==> src/rtl/mc_sequencer.sv <==
// -----------------------------------------------------------------------------
// mc_sequencer
//   Multi-cycle control FSM for the MiniSRC datapath. Fetches each instruction
//   over the shared memory port into an internal IR, decodes IR[31:27] and
//   walks the datapath through FETCH / DECODE / EXEC / MEM / WB1 / WB2 by
//   driving every enable and mux select. Outputs are a pure function of
//   (state, IR) plus the memory-ready and branch-flag inputs.
//
// Parameters
//   MEM_WAIT_MAX  cycles a memory access may go without iMemReady before the
//                 FSM gives up and enters FAULT (4-bit wait counter)
//
// Ports
//   iClk, iRst                       clock (rising edge), async active-high reset
//   iMemData, iMemReady              memory read data / access complete
//   oMemRead, oMemWrite              memory requests, held until iMemReady
//   iJ_zero/nZero/pos/neg            branch condition flags (RF port B value)
//   oPC_nRst/en/load/offset          PC controls (nRst low holds PC in reset)
//   oRF_Write, oRF_AddrA/B/C         register file strobe and addresses
//   oRWB_en .. oRAS_en               datapath register enables
//   oALU_Ctrl                        ALU operation select
//   oMUX_*                           datapath mux selects
//   oImm32                           sign-extended IR[18:0]
//   oHalted                          FSM in HALT or FAULT
//   iStep (CTRL_SSTEP_EN only)       single-step advance, rising-edge sensitive
//
// Configuration
//   CTRL_SSTEP_EN  when defined, each retiring instruction parks the FSM in
//                  PAUSE until a rising edge on iStep.
// -----------------------------------------------------------------------------
module mc_sequencer #(
   parameter int unsigned MEM_WAIT_MAX = 15
) (
`ifdef CTRL_SSTEP_EN
   input  logic        iStep,
`endif
   input  logic        iClk,
   input  logic        iRst,
   input  logic [31:0] iMemData,
   input  logic        iMemReady,
   output logic        oMemRead,
   output logic        oMemWrite,
   input  logic        iJ_zero,
   input  logic        iJ_nZero,
   input  logic        iJ_pos,
   input  logic        iJ_neg,
   output logic        oPC_nRst,
   output logic        oPC_en,
   output logic        oPC_load,
   output logic        oPC_offset,
   output logic        oRF_Write,
   output logic [3:0]  oRF_AddrA,
   output logic [3:0]  oRF_AddrB,
   output logic [3:0]  oRF_AddrC,
   output logic        oRWB_en,
   output logic        oRA_en,
   output logic        oRB_en,
   output logic        oRZH_en,
   output logic        oRZL_en,
   output logic        oRAS_en,
   output logic [3:0]  oALU_Ctrl,
   output logic        oMUX_BIS,
   output logic        oMUX_RZHS,
   output logic        oMUX_WBM,
   output logic        oMUX_MAP,
   output logic        oMUX_ASS,
   output logic        oMUX_WBP,
   output logic [31:0] oImm32,
   output logic        oHalted
);

   typedef enum logic [3:0] {
      S_RST, S_FETCH, S_DECODE, S_EXEC, S_MEM, S_WB1, S_WB2, S_HALT, S_FAULT, S_PAUSE
   } state_t;

   localparam logic [4:0] OP_LD   = 5'd0,  OP_LDI  = 5'd1,  OP_ST   = 5'd2;
   localparam logic [4:0] OP_ADDI = 5'd12, OP_ANDI = 5'd13, OP_ORI  = 5'd14;
   localparam logic [4:0] OP_DIV  = 5'd15, OP_MUL  = 5'd16, OP_NEG  = 5'd17;
   localparam logic [4:0] OP_NOT  = 5'd18, OP_BR   = 5'd19, OP_JR   = 5'd20;
   localparam logic [4:0] OP_JAL  = 5'd21, OP_MFHI = 5'd24, OP_MFLO = 5'd25;
   localparam logic [4:0] OP_NOP  = 5'd26, OP_HALT = 5'd27;
   localparam logic [3:0] WAIT_LAST = 4'(MEM_WAIT_MAX - 1);

   // Where a finished instruction goes next.
`ifdef CTRL_SSTEP_EN
   localparam state_t S_RETIRE = S_PAUSE;
`else
   localparam state_t S_RETIRE = S_FETCH;
`endif

   state_t      state_q, state_d;
   logic [31:0] ir_q, ir_d;
   logic [3:0]  cnt_q, cnt_d;

   logic [4:0] op;
   logic [3:0] ra, rb, rc;
   logic       is_alu_reg, is_imm, is_muldiv, is_mf, is_fault, br_taken;
   logic       mem_req, wait_cyc, timeout;
   logic [4:0] alu_diff;
   logic [3:0] alu_sel;

   assign op = ir_q[31:27];
   assign ra = ir_q[26:23];
   assign rb = ir_q[22:19];
   assign rc = ir_q[18:15];

   assign is_alu_reg = (op >= 5'd3 && op <= 5'd11) || op == OP_NEG || op == OP_NOT;
   assign is_imm     = op == OP_LD || op == OP_LDI || op == OP_ST ||
                       op == OP_ADDI || op == OP_ANDI || op == OP_ORI;
   assign is_muldiv  = op == OP_MUL || op == OP_DIV;
   assign is_mf      = op == OP_MFHI || op == OP_MFLO;
   assign is_fault   = op == 5'd22 || op == 5'd23 || op[4:2] == 3'b111;

   // C2 lives in the low two bits of the Rb field.
   always_comb begin
      case (ir_q[20:19])
         2'b00:   br_taken = iJ_zero;
         2'b01:   br_taken = iJ_nZero;
         2'b10:   br_taken = iJ_pos;
         default: br_taken = iJ_neg;
      endcase
   end

   // Register ALU ops 3..11 map linearly onto ALU codes 0..8.
   assign alu_diff = op - 5'd3;
   always_comb begin
      alu_sel = 4'd0;
      if (op >= 5'd3 && op <= 5'd11) alu_sel = alu_diff[3:0];
      else if (op == OP_ANDI)        alu_sel = 4'd2;
      else if (op == OP_ORI)         alu_sel = 4'd3;
      else if (op == OP_DIV)         alu_sel = 4'd9;
      else if (op == OP_MUL)         alu_sel = 4'd10;
      else if (op == OP_NEG)         alu_sel = 4'd11;
      else if (op == OP_NOT)         alu_sel = 4'd12;
   end

   // Wait counter: runs only on request cycles lacking iMemReady, so it is
   // back at zero whenever a new request starts. A ready arriving on the
   // last allowed cycle wins over the timeout.
   assign mem_req  = state_q == S_FETCH || state_q == S_MEM;
   assign wait_cyc = mem_req && !iMemReady;
   assign timeout  = wait_cyc && cnt_q == WAIT_LAST;
   assign cnt_d    = wait_cyc ? cnt_q + 4'd1 : 4'd0;

   assign oImm32 = {{13{ir_q[18]}}, ir_q[18:0]};

`ifdef CTRL_SSTEP_EN
   // Reset to 1 so a step line already high out of reset is not an edge.
   logic step_q;
   logic step_rise;
   always_ff @(posedge iClk or posedge iRst) begin
      if (iRst) step_q <= 1'b1;
      else      step_q <= iStep;
   end
   assign step_rise = iStep && !step_q;
`endif

   always_ff @(posedge iClk or posedge iRst) begin
      if (iRst) begin
         state_q <= S_RST;
         ir_q    <= '0;
         cnt_q   <= '0;
      end else begin
         state_q <= state_d;
         ir_q    <= ir_d;
         cnt_q   <= cnt_d;
      end
   end

   always_comb begin
      state_d    = state_q;
      ir_d       = ir_q;
      oMemRead   = 1'b0;
      oMemWrite  = 1'b0;
      oPC_nRst   = 1'b1;
      oPC_en     = 1'b0;
      oPC_load   = 1'b0;
      oPC_offset = 1'b0;
      oRF_Write  = 1'b0;
      oRF_AddrA  = 4'd0;
      oRF_AddrB  = 4'd0;
      oRF_AddrC  = 4'd0;
      oRWB_en    = 1'b0;
      oRA_en     = 1'b0;
      oRB_en     = 1'b0;
      oRZH_en    = 1'b0;
      oRZL_en    = 1'b0;
      oRAS_en    = 1'b0;
      oALU_Ctrl  = 4'd0;
      oMUX_BIS   = 1'b0;
      oMUX_RZHS  = 1'b0;
      oMUX_WBM   = 1'b0;
      oMUX_MAP   = 1'b0;
      oMUX_ASS   = 1'b0;
      oMUX_WBP   = 1'b0;
      oHalted    = 1'b0;

      case (state_q)
         S_RST: begin
            oPC_nRst = 1'b0;
            state_d  = S_FETCH;
         end
         S_FETCH: begin
            oMUX_MAP = 1'b1;
            oMemRead = 1'b1;
            if (iMemReady) begin
               ir_d    = iMemData;
               oPC_en  = 1'b1;
               state_d = S_DECODE;
            end else if (timeout) begin
               state_d = S_FAULT;
            end
         end
         S_DECODE: begin
            oRA_en  = 1'b1;
            oRB_en  = 1'b1;
            state_d = S_EXEC;
            if (is_alu_reg) begin
               oRF_AddrA = rb;
               oRF_AddrB = rc;
            end
            if (is_imm) oRF_AddrA = rb;
            if (op == OP_ST) oRF_AddrB = ra;
            if (is_muldiv) begin
               oRF_AddrA = ra;
               oRF_AddrB = rb;
            end
            if (op == OP_BR) begin
               oRF_AddrB  = ra;
               oPC_en     = br_taken;
               oPC_offset = br_taken;
               state_d    = S_RETIRE;
            end else if (op == OP_JR || op == OP_JAL) begin
               oRF_AddrA = ra;
               oPC_en    = 1'b1;
               oPC_load  = 1'b1;
               if (op == OP_JAL) begin
                  oRF_AddrC = ra;
                  state_d   = S_WB1;
               end else begin
                  state_d   = S_RETIRE;
               end
            end else if (is_mf) begin
               state_d = S_WB1;
            end else if (op == OP_NOP) begin
               state_d = S_RETIRE;
            end else if (op == OP_HALT) begin
               state_d = S_HALT;
            end else if (is_fault) begin
               state_d = S_FAULT;
            end
         end
         S_EXEC: begin
            oALU_Ctrl = alu_sel;
            oMUX_BIS  = is_imm;
            if (is_muldiv) begin
               // HI/LO pair lands in RAS; nothing to write back.
               oRAS_en = 1'b1;
               state_d = S_RETIRE;
            end else begin
               oRZL_en = 1'b1;
               oRZH_en = 1'b1;
               state_d = (op == OP_LD || op == OP_ST) ? S_MEM : S_WB1;
            end
         end
         S_MEM: begin
            // Address comes from RZL: MAP/ASS/RZHS stay at 0.
            oMUX_BIS  = is_imm;
            oMemRead  = op == OP_LD;
            oMemWrite = op == OP_ST;
            if (iMemReady) state_d = (op == OP_LD) ? S_WB1 : S_RETIRE;
            else if (timeout) state_d = S_FAULT;
         end
         S_WB1, S_WB2: begin
            // Mux selects held steady across both writeback cycles.
            oRF_AddrC = ra;
            oMUX_WBM  = op == OP_LD;
            oMUX_WBP  = op == OP_JAL;
            oMUX_ASS  = is_mf;
            oMUX_RZHS = op == OP_MFHI;
            if (state_q == S_WB1) begin
               oRWB_en = 1'b1;
               state_d = S_WB2;
            end else begin
               oRF_Write = 1'b1;
               state_d   = S_RETIRE;
            end
         end
         S_HALT, S_FAULT: begin
            oHalted = 1'b1;
         end
`ifdef CTRL_SSTEP_EN
         S_PAUSE: begin
            if (step_rise) state_d = S_FETCH;
         end
`endif
         default: begin
            state_d = S_FAULT;
         end
      endcase
   end

endmodule

==> config.mk <==
export PLATFORM = sky130hd
export DESIGN_NAME = mc_sequencer
export DESIGN_NICKNAME = d
export VERILOG_FILES = /design/src/rtl/mc_sequencer.sv
export SDC_FILE = /design/constraint.sdc
export NUM_CORES = 1
export LEC_CHECK = 0
export ABC_AREA = 1
export ABC_CLOCK_PERIOD_IN_PS = 1560
export CAP_MARGIN = 40
export CELL_PAD_IN_SITES_DETAIL_PLACEMENT = 0
export CELL_PAD_IN_SITES_GLOBAL_PLACEMENT = 1
export CORE_ASPECT_RATIO = 0.7
export CORE_MARGIN = 8
export CORE_UTILIZATION = 28
export DETAILED_ROUTE_END_ITERATION = 8
export GPL_TIMING_DRIVEN = 0
export PLACE_DENSITY_LB_ADDON = 0.1
export SETUP_SLACK_MARGIN = 0.5
export SLEW_MARGIN = 20
export SYNTH_ARGS = -nofsm -noshare
export SYNTH_HDL_FRONTEND = slang
export SYNTH_SLANG_ARGS = --single-unit
==> constraint.sdc <==
create_clock -name iClk -period 1.56 [get_ports iClk]
set_input_delay 0.234 -clock iClk [delete_from_list [all_inputs] [get_ports iClk]]
set_output_delay 0.234 -clock iClk [all_outputs]
set_load 0.005 [all_outputs]
==> results.sh, run 1 <==
export IMPL_seqCellArea_um2=1010
export IMPL_drive_gt1_frac=0.667
export IMPL_dp_cells=591
export IMPL_finalClockSkew_ns=0.00893
export IMPL_hold_violations=0
export IMPL_violations="setup timing"
export IMPL_dominantRegCellSynth="dfrtp_1"
export IMPL_critPathMaxFanout=4
export IMPL_clk_path_buf_depth=2
export IMPL_grt_pass1_vias=3342
export IMPL_coreArea_um2=9720
export IMPL_start_util=0.288
export IMPL_power_leakage_nw=3.17
export IMPL_relSlewSlack=0.627
export IMPL_period_minus_slack_ns=2.24
export IMPL_worstPathArrival_ns=2.00
export IMPL_ys_warn_count=0
export IMPL_clock_fmax_ghz=0.447
export IMPL_layout_common_cells="buf_6, buf_4, nand2_1"
export IMPL_firstDrtPassIters=4
export IMPL_fill_cells=802
export IMPL_setup_violations=74
export IMPL_syn_to_final_growth_pct=126
export IMPL_overflow=0
export IMPL_grt_pass1_wl_um=18400
export IMPL_vdd_drop_max_mv=0.288
export IMPL_timing_final_ws_setup_ns=-0.676
export IMPL_placed_area_um2=4200
export IMPL_dp_hpwl_um=7220
export IMPL_cellPowerDensity_nw_per_um2=359
export IMPL_ys_seq_area_frac=0.357
export IMPL_io_pins=107
export IMPL_synth_ff_latch_count=40
export IMPL_detail_route_wl_per_cell_um=17.1
export IMPL_htree_levels=2
export IMPL_total_power_mw=2.27
export IMPL_critical_path_class="register to output port"
export IMPL_syn_avg_cell_area_um2=7.87
export IMPL_vias_per_cell=4.59
export IMPL_std_cell_rows=30
export IMPL_final_common_cell="buf_6"
export IMPL_rsz0062_at_grt="true"
export IMPL_die_area_um2=13500
export IMPL_insertedDiodeCount=0
export IMPL_die_h_um=99.7
export IMPL_synth_area_um2=2800
export IMPL_clockRootBuffer="clkbuf_16"
export IMPL_netlist_instances=356
export IMPL_antenna_found_initial=0
export IMPL_drc=0
export IMPL_grt_max_degree=23
export IMPL_final_setup_tns_ns=-23.35
export IMPL_min_period_over_period=1.43
export IMPL_io_buffers=106
export IMPL_num_vias=3356
export IMPL_status="finished with violations"
export IMPL_synth_edff_count=0
export IMPL_numCtsBuffers=5
export IMPL_utilization=0.651
export IMPL_async_flop_share=1.00
export IMPL_numClockSinks=40
export IMPL_layout_cells_non_filler=731
export IMPL_syn_nets=401
export IMPL_antenna_left=0
export IMPL_dieWidth_um=136
export IMPL_clkSlewWorstSetupHoldPaths_ns=0.07
export IMPL_required_ns=1.33
export IMPL_maxCapViolCount=0
export IMPL_routed_wl_um=12500
export IMPL_synth_cell_types=33
export IMPL_first_iter_violations=228
export IMPL_hp_class="input pin to asynchronous set/reset pin"
export IMPL_stdcell_area_um2=6330
export IMPL_end_kind="output port"
export IMPL_drv_slew=0
export IMPL_clk_latency_ns=0.30
export IMPL_multiInputGateArea_um2=1890
export IMPL_final_nets=647
export IMPL_place_gp_congestion=0.824
export IMPL_grtUsageTotal=0.172
export IMPL_startpoint_type="register"
export IMPL_worst_pin_slew_ns=0.558
export IMPL_cts_tree="done"
worst max-delay path: stages (launching register included):
cell and delay (ns):
dfrtp_2 0.48, ha_4 0.22, inv_2 0.06, nand4_1 0.17, buf_4 0.20, buf_6 0.11, nand3_4 0.07, o21ai_2 0.06
nor3_2 0.17, buf_2 0.16
repair_timing:
item,CTS,global route
endpoints found under the setup margin,108,108
hold buffers,0,0
setup buffers,87,41
gates resized for setup,453,130
pin swaps,31,39
gates cloned,4,0
stage by stage:
| stage | setup slack (ns) | hold slack [ns] |
|---|---|---|
| finish | -0.676 | 0.346 |
| global route | -0.772 | 0.387 |
| CTS | -0.657 | 0.365 |
| detailed placement | -0.848 | 0.474 |
| global placement | -0.827 | 0.473 |
| floorplan | 0.00811 | 0.213 |
cells by family (layout without fill, tap and decap cells):
family                   Yosys count  count (layout)  synth area share
buffers and inverters             89             335             0.183
AO/OA/AOI/OAI                     50              50             0.105
AND/OR/NAND/NOR                  149             150             0.241
flip-flops                        40              40             0.357
adder cells (fa/ha/maj)            6               6            0.0268
multiplexers                      19              19            0.0777
XOR/XNOR                           3               3           0.00938
path summary, 6_finish.rpt:
| kind | from | to | slack (ns) | cells after the start |
|---|---|---|---|---|
| setup / recovery | ir_q[27] | oALU_Ctrl[3] | -0.68 | 9 |
| hold / removal | iRst | ir_q[29] | 0.35 | 2 |
| setup reg to reg | ir_q[27] | state_q[2] | -0.53 | 14 |
| hold reg to reg | cnt_q[0] | cnt_q[0] | 0.49 | 1 |
| max in group asynchronous | iRst | state_q[1] | 0.72 | 3 |
| min in group iClk | cnt_q[0] | cnt_q[0] | 0.49 | 1 |
registers in the layout (all words and copies together) (netlist names):
signal   cells
cnt_q        4
state_q      4
ir_q        32
layer usage:
layer | wire (um) | track usage | vias to the layer above | part of all wire
li1 | - | - | 1614 | -
met1 | 5580 | 0.226 | 1632 | 0.45
met2 | 6120 | 0.277 | 91 | 0.49
met3 | 577 | 0.0403 | 19 | 0.046
met4 | 204 | 0.0425 | 0 | 0.016
met5 | 0 | 0 | - | 0
synth_stat cells, types with 3 or more instances:
cell type  count  area [um2]
nand4_1        8        50.1
ha_1           6        75.1
nand3_1       24         120
nor2_1        44         165
buf_2          3        15.0
nor2_4         3        33.8
inv_1         43         161
buf_6          3        33.8
a21oi_1       23         115
a21oi_2        8        70.1
buf_4         37         278
nand2_1       59         221
o21ai_0       12        60.1
dfrtp_1       40        1000
mux2_2        18         203
report_power, final:
part | internal [mW] | total, mW | switching, mW
clock | 0.597 | 1.09 | 0.497
combinational | 0.0929 | 0.140 | 0.0469
sequential | 1.04 | 1.04 | 0
layout make-up:
type	instances	area share
Multi-Input combinational cell	228	0.299
Tap cell	128	0.0253
Timing Repair Buffer	238	0.374
Clock buffer	5	0.0198
Inverter	45	0.0344
Buffer	44	0.0845
Clock inverter	3	0.00376
Sequential cell	40	0.159
(Power assumes the default switching activity.)
==> inputs of run 2 (changes only) <==
--- a/config.mk
+++ b/config.mk
@@ -16,6 +16,7 @@
 export DETAILED_ROUTE_END_ITERATION = 8
 export GPL_TIMING_DRIVEN = 0
 export PLACE_DENSITY_LB_ADDON = 0.1
+export REMOVE_ABC_BUFFERS = 1
 export SETUP_SLACK_MARGIN = 0.5
 export SLEW_MARGIN = 20
 export SYNTH_ARGS = -nofsm -noshare
==> results.sh, run 2 (synthesis results as in run 1) <==
export IMPL_slowest_delay_ns=0.46
export IMPL_grt_pass1_wl_um=17200
export IMPL_final_nets=583
export IMPL_grt_max_degree=22
export IMPL_multiInputGateArea_um2=2000
export IMPL_crit_top_cell="nand3_4"
export IMPL_required_ns=1.33
export IMPL_top_register="ir_q"
export IMPL_antenna_left=0
export IMPL_min_period_over_period=1.37
export IMPL_hold_violations=0
export IMPL_final_common_cell="buf_6"
export IMPL_htree_levels=2
export IMPL_grtUsageTotal=0.160
export IMPL_seqCellArea_um2=1010
export IMPL_total_power_mw=2.42
export IMPL_utilization=0.571
export IMPL_largest_reg_flops=32
export IMPL_rsz0062_at_grt="true"
export IMPL_numClockSinks=40
export IMPL_final_setup_tns_ns=-16.80
export IMPL_place_gp_congestion=0.764
export IMPL_swShare=0.201
export IMPL_detail_route_wl_per_cell_um=17.3
export IMPL_insertedDiodeCount=0
export IMPL_num_vias=3118
export IMPL_relSlewSlack=0.448
export IMPL_dp_hpwl_um=6640
export IMPL_clkPwrFrac=0.507
export IMPL_antenna_found_initial=0
export IMPL_critical_path_class="register to output port"
export IMPL_cellPowerDensity_nw_per_um2=436
export IMPL_p_sw_mw=0.487
export IMPL_fill_cells=825
export IMPL_maxCapViolCount=0
export IMPL_p_int_mw=1.93
export IMPL_cp_top_family="buffers and inverters"
export IMPL_critPathMaxFanout=6
export IMPL_io_buffers=106
export IMPL_vdd_drop_max_mv=0.612
export IMPL_finalClockSkew_ns=0.0101
export IMPL_startpoint_type="register"
export IMPL_seqPwrFrac=0.428
export IMPL_dieWidth_um=136
export IMPL_power_leakage_nw=2.69
export IMPL_numCtsBuffers=5
export IMPL_layout_cells_non_filler=667
export IMPL_vias_per_cell=4.67
export IMPL_status="finished with violations"
export IMPL_end_kind="output port"
export IMPL_violations="setup timing"
export IMPL_clk_path_buf_depth=2
export IMPL_io_pins=107
export IMPL_timing_final_ws_setup_ns=-0.572
export IMPL_drv_slew=0
export IMPL_std_cell_rows=30
export IMPL_clkSlewWorstSetupHoldPaths_ns=0.07
export IMPL_worst_pin_slew_ns=0.828
export IMPL_die_area_um2=13500
export IMPL_grt_pass1_vias=3146
export IMPL_first_iter_violations=125
export IMPL_coreArea_um2=9720
export IMPL_clk_latency_ns=0.28
export IMPL_clockRootBuffer="clkbuf_16"
export IMPL_drive_gt1_frac=0.636
export IMPL_die_h_um=99.7
export IMPL_crit_path_top_delay_cell="dfrtp_2"
export IMPL_worstPathArrival_ns=1.90
export IMPL_start_util=0.288
export IMPL_crit_chain="clkinvlp_4 > nand4_1 > nand3_4 > buf_6 > nand3_4 > nand2_2 > a21oi_2 > buf_2"
export IMPL_cts_tree="done"
export IMPL_routed_wl_um=11500
export IMPL_largestRegisters="ir_q x32, cnt_q x4, state_q x4"
export IMPL_holdBufCountCts=0
export IMPL_hp_class="input pin to asynchronous set/reset pin"
export IMPL_clock_fmax_ghz=0.469
export IMPL_syn_to_final_growth_pct=98.0
export IMPL_period_minus_slack_ns=2.13
export IMPL_firstDrtPassIters=4
export IMPL_overflow=0
export IMPL_layout_common_cells="buf_6, buf_4, buf_2"
export IMPL_comb_power_share=0.064
export IMPL_drc=0
export IMPL_setup_violations=71
export IMPL_dp_cells=547
export IMPL_cp_buffers_inverters=3
[run 2: cell count changes in the layout (fill, tap and decap cells not counted), moves of 9 or more]
cell     previous run  this run
buf_4              58        47
buf_2              24        38
buf_6             146        86
nor2_4             20        29
a21oi_1             6        15
[run 2: power by group through the flow]
stage | Clock, mW | Combinational, mW | Sequential, mW
2_1_floorplan | 0 | 0.0188 | 1.06
3_3_place_gp | 0 | 0.122 | 1.06
3_5_place_dp | 0 | 0.132 | 1.06
4_1_cts | 1.26 | 0.157 | 1.04
5_1_grt | 1.30 | 0.168 | 1.04
6_report | 1.23 | 0.156 | 1.04
[run 2: path summary, 6_finish.rpt]
path                            startpoint           end  slack (ns)  depth (start not counted)
max in group asynchronous             iRst    state_q[2]        0.77                          3
min in group iClk                 cnt_q[0]      cnt_q[0]        0.50                          1
worst min register to register    cnt_q[0]      cnt_q[0]        0.50                          1
worst max-delay path              ir_q[30]  oRF_AddrA[1]       -0.57                          8
worst min-delay path                  iRst      ir_q[26]        0.29                          2
worst max register to register    ir_q[27]    state_q[2]       -0.38                         13
[run 2: cell type report]
class	instances	area share
Inverter	45	0.0406
Clock inverter	2	0.00699
Timing Repair Buffer	214	0.356
Clock buffer	6	0.0250
Multi-Input combinational cell	232	0.360
Tap cell	128	0.0289
Sequential cell	40	0.182
[run 2: per-stage QoR]
stage | hold WS (ns) | cell area [um2] | setup WS (ns)
6_report | 0.295 | 5550 | -0.572
5_1_grt | 0.341 | 5550 | -0.671
4_1_cts | 0.317 | 5080 | -0.509
3_5_place_dp | 0.488 | 3710 | -1.13
3_3_place_gp | 0.479 | 3680 | -1.09
2_1_floorplan | 0.383 | 2460 | -0.186
[run 2: what timing repair did]
| action | CTS | global route |
|---|---|---|
| pin swaps | 55 | 25 |
| buffers inserted | 83 | 24 |
| gates resized for setup | 486 | 75 |
| setup endpoints to repair | 108 | 96 |
| gates cloned | 5 | 0 |
[run 2: per-layer routing]
| layer | track usage | routed length, um |
|---|---|---|
| met1 | 0.207 | 5080 |
| met2 | 0.255 | 5570 |
| met3 | 0.0574 | 805 |
| met4 | 0.0196 | 89 |
| met5 | 0 | 0 |
[run 2: worst reg2reg max path, cell delays in order (launching register included)]
cell	delay, ns
dfrtp_2	0.46
inv_4	0.08
ha_4	0.21
buf_6	0.12
buf_6	0.11
o211ai_1	0.21
buf_4	0.15
buf_6	0.08
buf_6	0.08
o21ai_0	0.06
nand2_1	0.08
nand3_1	0.07
nor2_1	0.09
nor2_1	0.04
